File: src/rtl/dram_req_scheduler_pkg.sv
// Shared DRAM request-path types: address layout, scheduler state and the
// request word carried through the front-end FIFO.
package dram_req_scheduler_pkg;

  localparam int RANK_BITS       = 1;
  localparam int ROW_BITS        = 15;
  localparam int BANK_GROUP_BITS = 2;
  localparam int BANK_BITS       = 2;
  localparam int COLUMN_BITS     = 10;
  localparam int OFFSET_BITS     = 2;
  localparam int IGNORE_BITS     = 1;
  localparam int ADDR_W          = RANK_BITS + ROW_BITS + BANK_GROUP_BITS + BANK_BITS +
                                   COLUMN_BITS + OFFSET_BITS + IGNORE_BITS;

  // 7.8 us average refresh interval at a 1.2 GHz controller clock
  localparam int tREFI = 9360;

  typedef logic [63:0] word_t;

  typedef struct packed {
    logic [RANK_BITS-1:0]       rank;
    logic [ROW_BITS-1:0]        row;
    logic [BANK_GROUP_BITS-1:0] bg;
    logic [BANK_BITS-1:0]       bank;
    logic [COLUMN_BITS-1:0]     col;
    logic [OFFSET_BITS-1:0]     offset;
    logic [IGNORE_BITS-1:0]     ignore;
  } dram_addr_t;

  typedef enum logic [1:0] {
    WAIT_INIT = 2'd0,
    RUN       = 2'd1,
    REF_DRAIN = 2'd2,
    REF_WAIT  = 2'd3
  } sched_state_t;

  typedef struct packed {
    logic                       wr;
    logic [RANK_BITS-1:0]       rank;
    logic [ROW_BITS-1:0]        row;
    logic [BANK_GROUP_BITS-1:0] bg;
    logic [BANK_BITS-1:0]       bank;
    logic [COLUMN_BITS-1:0]     col;
    word_t                      wdata;
  } sched_req_t;

endpackage

File: src/rtl/dram_req_fifo.sv
// Synchronous FIFO with occupancy count; head word is visible combinationally
// on o_rdata whenever the FIFO is not empty.
module dram_req_fifo #(
  parameter int DEPTH = 8,
  parameter int WIDTH = 8
) (
  input  logic                     i_clk,
  input  logic                     i_rst_n,
  input  logic                     i_push,
  input  logic [WIDTH-1:0]         i_wdata,
  input  logic                     i_pop,
  output logic [WIDTH-1:0]         o_rdata,
  output logic                     o_full,
  output logic                     o_empty,
  output logic [$clog2(DEPTH):0]   o_count
);
  localparam int AW = $clog2(DEPTH);

  logic [WIDTH-1:0] r_mem [DEPTH];
  logic [AW-1:0]    r_wptr;
  logic [AW-1:0]    r_rptr;
  logic [AW:0]      r_count;
  logic             w_push_ok;
  logic             w_pop_ok;

  assign o_full    = (r_count == (AW+1)'(DEPTH));
  assign o_empty   = (r_count == '0);
  assign o_count   = r_count;
  assign o_rdata   = r_mem[r_rptr];
  assign w_push_ok = i_push && !o_full;
  assign w_pop_ok  = i_pop && !o_empty;

  // NOTE: storage has no reset; only pointers and count define what is valid.
  always_ff @(posedge i_clk) begin
    if (w_push_ok) r_mem[r_wptr] <= i_wdata;
  end

  // NOTE: state updates use non-blocking assignments so every flop samples
  // pre-edge values regardless of statement order.
  always_ff @(posedge i_clk or negedge i_rst_n) begin
    if (!i_rst_n) begin
      r_wptr  <= '0;
      r_rptr  <= '0;
      r_count <= '0;
    end else begin
      if (w_push_ok) r_wptr <= r_wptr + 1'b1;
      if (w_pop_ok)  r_rptr <= r_rptr + 1'b1;
      case ({w_push_ok, w_pop_ok})
        2'b10:   r_count <= r_count + 1'b1;
        2'b01:   r_count <= r_count - 1'b1;
        default: r_count <= r_count;
      endcase
    end
  end

endmodule

File: src/rtl/dram_req_scheduler.sv
// Request front-end for the DRAM command FSM: buffers requests, tags row
// hit/conflict from an open-row table and schedules tREFI refreshes.
module dram_req_scheduler
  import dram_req_scheduler_pkg::*;
#(
  parameter int FIFO_DEPTH   = 8,
  parameter int REFI_CYCLES  = tREFI,
  parameter int MAX_REF_DEBT = 8
) (
  input  logic                        CLK,
  input  logic                        nRST,
  input  logic                        init_done,
  input  logic                        req_valid,
  output logic                        req_ready,
  input  logic [ADDR_W-1:0]           req_addr,
  input  logic                        req_wr,
  input  logic [63:0]                 req_wdata,
  output logic                        issue_valid,
  input  logic                        issue_ready,
  output logic                        issue_wr,
  output logic                        issue_rank,
  output logic [1:0]                  issue_bg,
  output logic [1:0]                  issue_bank,
  output logic [14:0]                 issue_row,
  output logic [9:0]                  issue_col,
  output logic [63:0]                 issue_wdata,
  output logic                        issue_hit,
  output logic                        issue_conflict,
  output logic                        ref_req,
  input  logic                        ref_ack,
  output logic [$clog2(FIFO_DEPTH):0] fifo_count
);
  localparam int CNT_W  = $clog2(REFI_CYCLES);
  localparam int DEBT_W = $clog2(MAX_REF_DEBT + 1);
  localparam int IDX_W  = RANK_BITS + BANK_GROUP_BITS + BANK_BITS;
  localparam int TBL_N  = 1 << IDX_W;

  sched_state_t        r_state, w_state_next;
  logic [CNT_W-1:0]    r_refi_cnt;
  logic [DEBT_W-1:0]   r_ref_debt, w_debt_next;
  logic                r_issue_valid, r_hit, r_conflict;
  sched_req_t          r_issue, w_in_req, w_head;
  logic [TBL_N-1:0]    r_tbl_valid;
  logic [ROW_BITS-1:0] r_tbl_row [TBL_N];
  dram_addr_t          w_in_addr;
  logic [IDX_W-1:0]    w_idx;
  logic                w_full, w_empty, w_push, w_load, w_expire, w_ack;
  logic                w_tbl_valid, w_row_match;
  logic                w_unused_addr;

  assign w_in_addr     = req_addr;
  assign w_unused_addr = ^{w_in_addr.offset, w_in_addr.ignore};
  assign w_in_req      = '{wr: req_wr, rank: w_in_addr.rank, row: w_in_addr.row, bg: w_in_addr.bg,
                           bank: w_in_addr.bank, col: w_in_addr.col, wdata: req_wdata};

  assign req_ready = !w_full;
  assign w_push    = req_valid && !w_full;
  assign w_load    = (r_state == RUN) && (r_ref_debt == '0) && !w_empty &&
                     (!r_issue_valid || issue_ready);

  dram_req_fifo #(.DEPTH(FIFO_DEPTH), .WIDTH($bits(sched_req_t))) u_fifo (
    .i_clk   (CLK),
    .i_rst_n (nRST),
    .i_push  (w_push),
    .i_wdata (w_in_req),
    .i_pop   (w_load),
    .o_rdata (w_head),
    .o_full  (w_full),
    .o_empty (w_empty),
    .o_count (fifo_count)
  );

  assign w_idx       = {w_head.rank, w_head.bg, w_head.bank};
  assign w_tbl_valid = r_tbl_valid[w_idx];
  assign w_row_match = (r_tbl_row[w_idx] == w_head.row);

  always_ff @(posedge CLK or negedge nRST) begin
    if (!nRST) begin
      r_issue_valid <= 1'b0;
      r_issue       <= '0;
      r_hit         <= 1'b0;
      r_conflict    <= 1'b0;
    end else if (w_load) begin
      r_issue_valid <= 1'b1;
      r_issue       <= w_head;
      r_hit         <= w_tbl_valid && w_row_match;
      r_conflict    <= w_tbl_valid && !w_row_match;
    end else if (issue_ready) begin
      r_issue_valid <= 1'b0;
    end
  end

  // An all-bank refresh closes every row, so the whole table drops on ack.
  always_ff @(posedge CLK or negedge nRST) begin
    if (!nRST)       r_tbl_valid        <= '0;
    else if (w_ack)  r_tbl_valid        <= '0;
    else if (w_load) r_tbl_valid[w_idx] <= 1'b1;
  end

  always_ff @(posedge CLK) begin
    if (w_load) r_tbl_row[w_idx] <= w_head.row;
  end

  assign w_expire = (r_state != WAIT_INIT) && (r_refi_cnt == '0);
  assign w_ack    = ref_ack && (r_state == REF_WAIT);

  // NOTE: combinational blocks assign defaults first so no path infers a latch.
  always_comb begin
    w_debt_next = r_ref_debt;
    if (w_expire && !w_ack) begin
      if (r_ref_debt != DEBT_W'(MAX_REF_DEBT)) w_debt_next = r_ref_debt + 1'b1;
    end else if (w_ack && !w_expire) begin
      w_debt_next = r_ref_debt - 1'b1;
    end
  end

  always_comb begin
    w_state_next = r_state;
    case (r_state)
      WAIT_INIT: if (init_done) w_state_next = RUN;
      RUN:       if (r_ref_debt != '0) w_state_next = REF_DRAIN;
      REF_DRAIN: if (!r_issue_valid || issue_ready) w_state_next = REF_WAIT;
      REF_WAIT:  if (w_ack) w_state_next = (w_debt_next != '0) ? REF_DRAIN : RUN;
      default:   w_state_next = WAIT_INIT;
    endcase
  end

  always_ff @(posedge CLK or negedge nRST) begin
    if (!nRST) begin
      r_state    <= WAIT_INIT;
      r_refi_cnt <= CNT_W'(REFI_CYCLES - 1);
      r_ref_debt <= '0;
    end else begin
      r_state    <= w_state_next;
      r_ref_debt <= w_debt_next;
      if (r_state != WAIT_INIT)
        r_refi_cnt <= w_expire ? CNT_W'(REFI_CYCLES - 1) : r_refi_cnt - 1'b1;
    end
  end

  assign ref_req        = (r_state == REF_WAIT);
  assign issue_valid    = r_issue_valid;
  assign issue_wr       = r_issue.wr;
  assign issue_rank     = r_issue.rank;
  assign issue_bg       = r_issue.bg;
  assign issue_bank     = r_issue.bank;
  assign issue_row      = r_issue.row;
  assign issue_col      = r_issue.col;
  assign issue_wdata    = r_issue.wdata;
  assign issue_hit      = r_hit;
  assign issue_conflict = r_conflict;

endmodule
File: config.mk
export PLATFORM = sky130hd
export DESIGN_NAME = dram_req_scheduler
export DESIGN_NICKNAME = d
export VERILOG_FILES = /design/src/rtl/dram_req_scheduler_pkg.sv /design/src/rtl/dram_req_fifo.sv /design/src/rtl/dram_req_scheduler.sv
export SDC_FILE = /design/constraint.sdc
export NUM_CORES = 1
export LEC_CHECK = 0
export CAP_MARGIN = 20
export CORE_MARGIN = 8
export CORE_UTILIZATION = 37
export DETAILED_ROUTE_END_ITERATION = 10
export MAX_ROUTING_LAYER = met4
export PLACE_DENSITY = 0.58
export SYNTH_ARGS = -nofsm -noshare
export SYNTH_HDL_FRONTEND = slang
export SYNTH_SLANG_ARGS = --single-unit
File: constraint.sdc
create_clock -name CLK -period 16.15 [get_ports CLK]
set_input_delay 2.4225 -clock CLK [delete_from_list [all_inputs] [get_ports CLK]]
set_output_delay 2.4225 -clock CLK [all_outputs]
set_load 0.02 [all_outputs]
==> results of run 1 <==
final cells by class:
| type | count | area, um2 |
|---|---|---|
| Sequential cell | 1400 | 41260 |
| Clock inverter | 38 | 376.6 |
| Antenna cell | 23 | 57.56 |
| Multi-Input combinational cell | 1415 | 12390 |
| Inverter | 19 | 71.32 |
| Clock buffer | 233 | 4308 |
| Timing Repair Buffer | 287 | 2759 |
| Fill cell | 12712 | 82120 |
| Tap cell | 1917 | 2399 |
worst register-to-register path, delay by kind of cell, from the launching register on:
family / cells / cell delay [ps]
simple gates: 5 / 1320
mux: 2 / 720
compound gates: 3 / 1360
flops: 1 / 850
buf+inv: 3 / 2540
per-layer routing:
layer | part of all wire, % | wire length [um] | up-vias | GRT usage [%]
met2 | 46 | 63640 | 1070 | 26.57
li1 | - | - | 12554 | -
met4 | 2.2 | 3043 | 0 | 4.536
met5 | 0 | 0 | - | -
met3 | 8.8 | 12150 | 229 | 5.091
met1 | 43 | 58730 | 14827 | 23.34
state kept, by name (all words and copies together), names as in the netlist:
signal,cells
u_fifo.r_mem,760
r_tbl_row,480
issue_wdata,64
r_tbl_valid,32
issue_row,15
r_refi_cnt,14
issue_col,10
r_ref_debt,4
u_fifo.o_count,4
u_fifo.r_rptr,3
u_fifo.r_wptr,3
issue_bank,2
issue_bg,2
r_state,2
issue_conflict,1
issue_hit,1
issue_rank,1
issue_valid,1
issue_wr,1
layout by cell type (no fill, tap or decap), drive strengths merged, types with 7 or more instances in the layout:
cell / count
edfxtp: 1240
nand2: 288
clkbuf: 234
clkdlybuf4s50: 203
mux2i: 197
mux4: 188
dfrtp: 153
o21ai: 129
nor2: 90
buf: 83
and3: 72
nand3: 68
a211oi: 60
o21a: 33
clkinv: 33
a221oi: 25
diode: 23
inv: 22
a31oi: 20
xnor2: 19
a32oi: 18
mux2: 17
a21oi: 14
nand4: 13
nor4: 13
a211o: 12
a2111oi: 11
nor3: 11
ha: 10
a22oi: 8
dfstp: 7
nand2b: 7
path summary, 6_finish.rpt:
path	startpoint	to	slack, ps	cells past startpoint
setup / recovery	u_fifo.r_rptr[0]	issue_conflict	9240	13
hold / removal	issue_bank[0]	issue_bank[0]	480	2
setup reg to reg	u_fifo.r_rptr[0]	issue_conflict	9240	13
hold reg to reg	issue_bank[0]	issue_bank[0]	480	2
max in group asynchronous	nRST	u_fifo.r_wptr[0]	13120	2
min in group asynchronous	nRST	issue_wdata[10]	1630	1
power groups by stage:
stage	Clock (mW)	Combinational, mW	Sequential (mW)
6_report	3.26	4.46	4.98
2_1_floorplan	0	2.66	5.16
4_1_cts	3.32	4.47	4.99
3_5_place_dp	0	4.46	5.06
5_1_grt	3.46	4.75	5.03
3_3_place_gp	0	4.42	5.05
logic make-up (layout without fill, tap and decap cells):
group                    after synthesis  count (layout)
adder cells (fa/ha/maj)               11              11
buffers and inverters                179             577
other                                  0              23
XOR/XNOR                              25              25
AO/OA/AOI/OAI                        386             386
AND/OR/NAND/NOR                      591             591
multiplexers                         402             402
flip-flops                          1400            1400
==> results.md, run 1 <==
Status:
- The flow ran to the end, and the final reports show no timing, DRC or antenna violations.

Clocking:
- After clock tree synthesis, the clock-pin slew on the worst setup and hold paths is 60 ps.
- The post-CTS repair timing setup buffer count is 0.
- The maximum buffer depth of the clock tree is 3.
- TritonCTS built the clock tree.
- The number of cells upsized or downsized after cts is 0.
- The number of clock buffers added by TritonCTS is 148.
- The maximum level of the CTS H-tree is 4.
- The total of hold buffers inserted after clock tree synthesis is 0.
- The cell at the root of the clock tree is sky130_fd_sc_hd__clkbuf_16.
- The clock reaches the later pin of the worst-skew pair after 780 ps.
- The total clock sinks is 1400.

Power:
- The post-layout total power is 12.70 mW.
- Net switching is a little over a third of the power.
- The leakage component of the power is 21.35 nW.
- Combinational cells account for 35.1% of the total power.
- The analysis attributes to net switching a power of 4.516 mW.
- For this design the ratio of total power to cell area is between 150 and 200 nW/um2.
- The internal power is 8.180 mW.
- VDD sags by at most between 150 and 200 uV.
- The clock share of power is 25.7%.
- The sequential cell fraction of total power is 39.2%.

Timing:
- The actual transition at the worst max-transition pin is approximately 1100 ps.
- Setup repair after global routing left no endpoint under its margin.
- After layout, the minimum clock period comes to 6911 ps.
- Adding up every negative setup slack in the final design gives 0 ps.
- The hold slack is between 400 and 500 ps.
- The highest achievable clock rate is between 100 and 150 MHz.
- The final worst clock skew is around 49 ps.
- The number of max-slew violations in the final report is 0.
- Setup violations remaining at the end of the flow were counted as 0.
- The count of final hold-check violations is 0.
- The worst slew margin relative to its limit is 24.12%.
- The final critical-path share of the clock period is 42.79%.
- Setup slack on the critical path of the routed design comes to 9239 ps.

Global route:
- The total overflow left after global routing is 0.
- Entering global routing, the biggest net connects 154 pins.
- The number of antenna violations at the first check in global routing is 27.
- The number of global-route vias before repair is between 20000 and 30000.
- The global-route usage over all layers is 17.53%.
- The first-pass GRT wire length is 201100 um.

Critical path:
- The arrival time reported for the critical path endpoint is 7530 ps.
- The cell with the largest stage delay on the worst path is sky130_fd_sc_hd__dfrtp_4.
- The nature of the critical path startpoint is a flip-flop.
- The cell repeated most along the worst path is sky130_fd_sc_hd__buf_4.
- STA classifies the critical path endpoint as a flip-flop.
- In this design, the stage delay of the slowest critical-path cell is about 850 ps.
- The critical path in this run is classified as reg -> reg.
- The largest driver fanout on the critical path is 58.
- Traced cell by cell, the critical path runs through mux2i_1 -> a22o_1 -> nor2_4 -> buf_4 -> buf_4 -> buf_4 -> mux2_2 -> o31ai_1 -> nor4b_1 -> and4_1 -> nor4_2 -> nand4_1 -> o31a_1.
- The required time at the endpoint of the critical path is about 17000 ps.
- Broken down by cell family, the worst path's largest delay share belongs to buffers and inverters.
- Counting both buffers and inverters, the worst setup path holds a total of 3.

Floorplanning:
- The count of pins on the block boundary is 208.
- The starting density of the core is between 30 and 40%.
- The die outline area is 159300 um2.
- The die extent in x is approximately 400 um.
- The die outline height is about 400 um.
- The floorplan has between 100 and 150 rows.
- The core region is 145700 um2.

Placement:
- The port buffer count is about 200.
- The detailed placement HPWL is between 70000 and 80000 um.
- The post-placement setup slack is 9354 ps.
- The post-placement cell count is 5037.
- The placer's final routability congestion estimate is between 0.8 and 0.9.
- The placement-stage cell area is 58850 um2.

Detailed routing:
- The detail-routed via count per cell is 5.379.
- The residual antenna-violating net count after detailed routing is 0.
- The violation count after the first detailed-route iteration is a little under 3000.
- Before antenna repair, the detailed router went through 5 iterations.
- In the routed design, unresolved DRC markers number 0.
- The aggregate routed wire length is between 100000 and 150000 um.
- The number of vias in the routed layout is 28680.
- The average wire per cell in the routed design is 25.80 um.

Job:
- The count of maximum capacitance violations is 0.

Cells and area:
- The post-route cell area is 63620 um2.
- The non-filler instance count after layout is between 5000 and 6000.
- The final layout net count is 3386.
- Cells fill 43.65% of the core in the end.
- The synthesis-to-layout area growth is 17.13%.
- The fraction of layout instances using a drive strength above 1 is 16.21%.

Yosys:
- The async set-reset flop share out of synthesis is 11.43%.
- The number of nets handed over by synthesis was approximately 3100.
- Synthesis produced 2994 cells.
- Of the synthesized area, sequential elements account for 75.95%.
- The post-synthesis compound-gate area fraction is 4.934%.
- The most used standard cell by instance count after synthesis is sky130_fd_sc_hd__edfxtp_1.
- The cell type with the largest total area after synthesis is sky130_fd_sc_hd__edfxtp_1.
- In the post-synthesis netlist, the biggest area contributors are sky130_fd_sc_hd__edfxtp_1 (69%), sky130_fd_sc_hd__mux4_2 (7.8%), sky130_fd_sc_hd__dfrtp_1 (7.0%).
- The portion of synthesized area spent on multiplexers is between 10% and 20%.
- After synthesis, the most frequently instantiated cells are sky130_fd_sc_hd__edfxtp_1 (1240), sky130_fd_sc_hd__nand2_1 (284), sky130_fd_sc_hd__mux2i_1 (193), sky130_fd_sc_hd__mux4_2 (188), sky130_fd_sc_hd__dfrtp_1 (153).
- In this run, synthesis produced a sequential element count of 1400.
- The synthesized-area fraction occupied by and/or/nand/nor cells is 5.077%.
- The mean cell area of the mapped netlist is 18.14 um2.
- Yosys printed 0 warnings.
- The post-synthesis cell type count is 80.
- After Yosys synthesis, XOR and XNOR cells account for 0.4031% of the synthesized area.
- The netlist area before placement is 54310 um2.
- The leading register cell type out of synthesis is sky130_fd_sc_hd__edfxtp_1.
- Yosys mapped a number of flops with a built-in enable equal to between 1000 and 1500.
- The area fraction of the dominant cell type after synthesis is 68.56%.
- After synthesis, the largest family of logic cells by area is multiplexers.
- Of the total synthesized cell area, the portion taken by full adders, half adders and majority gates is 0.2672%.

Worst hold path:
- The path class of the tightest hold or removal check is reg -> reg.
(Power assumes the default switching activity.)
==> run 2: changes to the inputs <==
==> constraint.sdc (replaced) <==
create_clock -name CLK -period 6.4 [get_ports CLK]
set_input_delay 0.96 -clock CLK [delete_from_list [all_inputs] [get_ports CLK]]
set_output_delay 0.96 -clock CLK [all_outputs]
set_load 0.02 [all_outputs]
==> run 2 against run 1 <==
  * Register-to-register slack lost 7700 ps
  * Maximum frequency up 41%
  * Global-route usage is 0.073 points higher
  * Largest cell class unchanged
  * Largest power group unchanged
  * Highest routed layer unchanged
==> results.md, run 2 (same netlist as run 1, synthesis figures left out) <==
Power:
- The internal power of the cells totals 20.87 mW.
- Of the total power, the share spent switching nets is 35.26%.
- Power spread over the standard cell area amounts to slightly above 500 nW/um2.
- Sequential cells account for 39.0% of the total power.
- For this design the total switching power over the nets is 11.37 mW.
- VDD sags by at most 383.7 uV.
- The leakage component of the power is ~21 nW.
- The clock network accounts for 26.0% of the total power.
- Of the total power, combinational logic draws 35.0%.

Critical path:
- For this design, the slowest cell found on the critical path is sky130_fd_sc_hd__dfrtp_4.
- The worst setup path is of the reg -> reg kind.
- The critical path capture point type is a flip-flop.
- The delay of the slowest critical-path stage is between 700 and 800 ps.
- The register-to-register setup slack is 1500 ps.
- The worst setup path is launched from a flip-flop.
- Traced cell by cell, the critical path runs through mux4_2 -> mux2i_4 -> buf_4 -> nor2_1 -> nand2_1 -> a21oi_1 -> a211oi_1 -> a31oi_1 -> nor4_2 -> nand4_1 -> o31a_1.
- The arrival time reported for the critical path endpoint is 5540 ps.
- The largest driver fanout on the critical path is 25.
- At the worst endpoint, the required time is 7040 ps.

Detailed routing:
- The residual antenna-violating net count after detailed routing is 0.
- The violation count after the first detailed-route iteration is around 2900.
- The detail-routed via count per cell is 5.396.
- The first detailed-routing pass took 5 iterations.
- The routed design has 138300 um of wire.
- The routed layout has 28796 vias.
- The average wire per cell in the routed design is 25.92 um.
- The total DRC errors in the routed layout is 0.

Timing:
- For the pin with the worst max-slew slack, the measured transition is ~1200 ps.
- The worst slew margin relative to its limit is 19.98%.
- In the final timing run, aggregate negative setup slack is 0 ps.
- The minimum clock period is 4896 ps.
- Setup violations remaining at the end of the flow were counted as 0.
- The final critical path takes up roughly three quarters of the cycle.
- The final worst clock skew is 40.67 ps.
- Hold timing on the final database bottoms out at a slack of 175.3 ps.
- The number of max-slew violations in the final report is 0.
- The count of final hold-check violations is 0.
- Based on the critical path, the design can be clocked at up to between 200 and 250 MHz.
- Setup repair after global routing left no endpoint under its margin.

Placement:
- The detailed placement HPWL is 78070 um.
- The placement-stage cell area is 59060 um2.
- The port buffer count is 204.
- The placer's final routability congestion estimate is 0.8386.

Clocking:
- Clock latency on the worst-skew pair, taken at its later pin, is 780 ps.
- The longest clock path from root to sink contains 3 buffers.
- The cell at the root of the clock tree is sky130_fd_sc_hd__clkbuf_16.
- In this run the number of H-tree levels came out at 4.
- The clock net in this run drives a total of 1400 sinks.
- The post-CTS repair timing setup buffer count is 0.
- Hold repair after CTS inserted 0 buffers.
- The clock-pin transition on the worst setup and hold timing paths is 70 ps.
- The number of cells upsized or downsized after cts is 0.
- TritonCTS built the clock tree.
- Clock tree synthesis inserted a total of 146 buffers.

Cells and area:
- The most common library cell in the layout ignoring fill and taps is sky130_fd_sc_hd__edfxtp_1.
- The register with the most flip-flops is u_fifo.r_mem.
- The final layout net count is 3393.
- The library cells used most frequently in the layout, excluding fill and tap cells, are sky130_fd_sc_hd__edfxtp_1 (1240), sky130_fd_sc_hd__nand2_1 (283), sky130_fd_sc_hd__clkdlybuf4s50_1 (203), sky130_fd_sc_hd__mux2i_1 (193), sky130_fd_sc_hd__mux4_2 (188).
- The synthesis-to-layout area growth is 17.63%.
- The post-route netlist has 17.04% of its cells at a drive strength greater than 1.
- The flip-flop count of the largest register after layout is 760.
- The post-route cell area is 63890 um2.

Floorplanning:
- The floorplan has 140 rows.
- In this run the standard cell core region covers about 150000 um2.
- The die outline height is 399.1 um.
- During I/O placement, the number of pins put on the boundary was approximately 210.
- The die outline area is 159300 um2.
- Once the floorplan was initialized, standard cells occupied 37.27% of the core.
- The die extent in x is 399.1 um.

Status:
- The flow ran to the end, and the final reports show no timing, DRC or antenna violations.

Global route:
- Entering global routing, the biggest net connects 146 pins.
- The number of global-route vias before repair is 28975.
- After global routing the overflow that remains totals 0.
- The global-route usage over all layers is 17.61%.
- The first global-routing pass estimated 200400 um of wire.
- The number of antenna violations at the first check in global routing is 29.

Job:
- The count of maximum capacitance violations is 0.

Worst hold path:
- The type of the most critical hold path is in -> async.
[run 2: layout make-up]
cell class | instances | area [um2]
Antenna cell | 22 | 55.05
Clock buffer | 197 | 4041
Clock inverter | 71 | 728.2
Fill cell | 12710 | 81850
Inverter | 19 | 71.32
Multi-Input combinational cell | 1415 | 12440
Sequential cell | 1400 | 41260
Tap cell | 1917 | 2399
Timing Repair Buffer | 296 | 2890
[run 2: path summary, 6_finish.rpt]
check | start | to | depth (start not counted)
worst max register to register | u_fifo.r_rptr[0] | issue_conflict | 11
worst min-delay path | nRST | issue_wdata[14] | 1
worst max-delay path | u_fifo.r_rptr[0] | issue_conflict | 11
min in group CLK | issue_row[13] | issue_row[13] | 2
worst min register to register | issue_row[13] | issue_row[13] | 2
max in group asynchronous | nRST | issue_wdata[63] | 2
[run 2: routing by layer]
layer / track usage, % / share of wire [%]
met5: - / 0
met1: 22.84 / 42
met3: 5.509 / 9.5
met2: 26.64 / 46
met4: 5.465 / 2.8
[run 2: worst max-delay path, delay by kind of cell, from the launching register on]
family	cells	cell delay [ps]
DFF	1	770
and+or+nand+nor	4	1240
AOI/OAI and AO/OA	4	1200
buffers and inverters	1	380
muxes	2	1150
[run 2: stage by stage]
stage	total power [mW]	setup WS (ps)	util [%]	cells
4_1_cts	32.53	1454	43.80	5315
2_1_floorplan	19.66	-601.8	-	2994
3_3_place_gp	23.99	1483	40.52	5046
6_report	32.24	1504	43.84	5337
5_1_grt	33.60	1253	43.83	5335
3_5_place_dp	24.10	1489	40.53	5047
[run 2: power by group through the flow]
stage	Sequential [mW]	Clock, mW	Combinational [mW]
2_1_floorplan	12.9	0	6.74
3_3_place_gp	12.7	0	11.3
3_5_place_dp	12.8	0	11.3
4_1_cts	12.6	8.57	11.4
5_1_grt	12.7	8.92	12.0
6_report	12.6	8.40	11.3
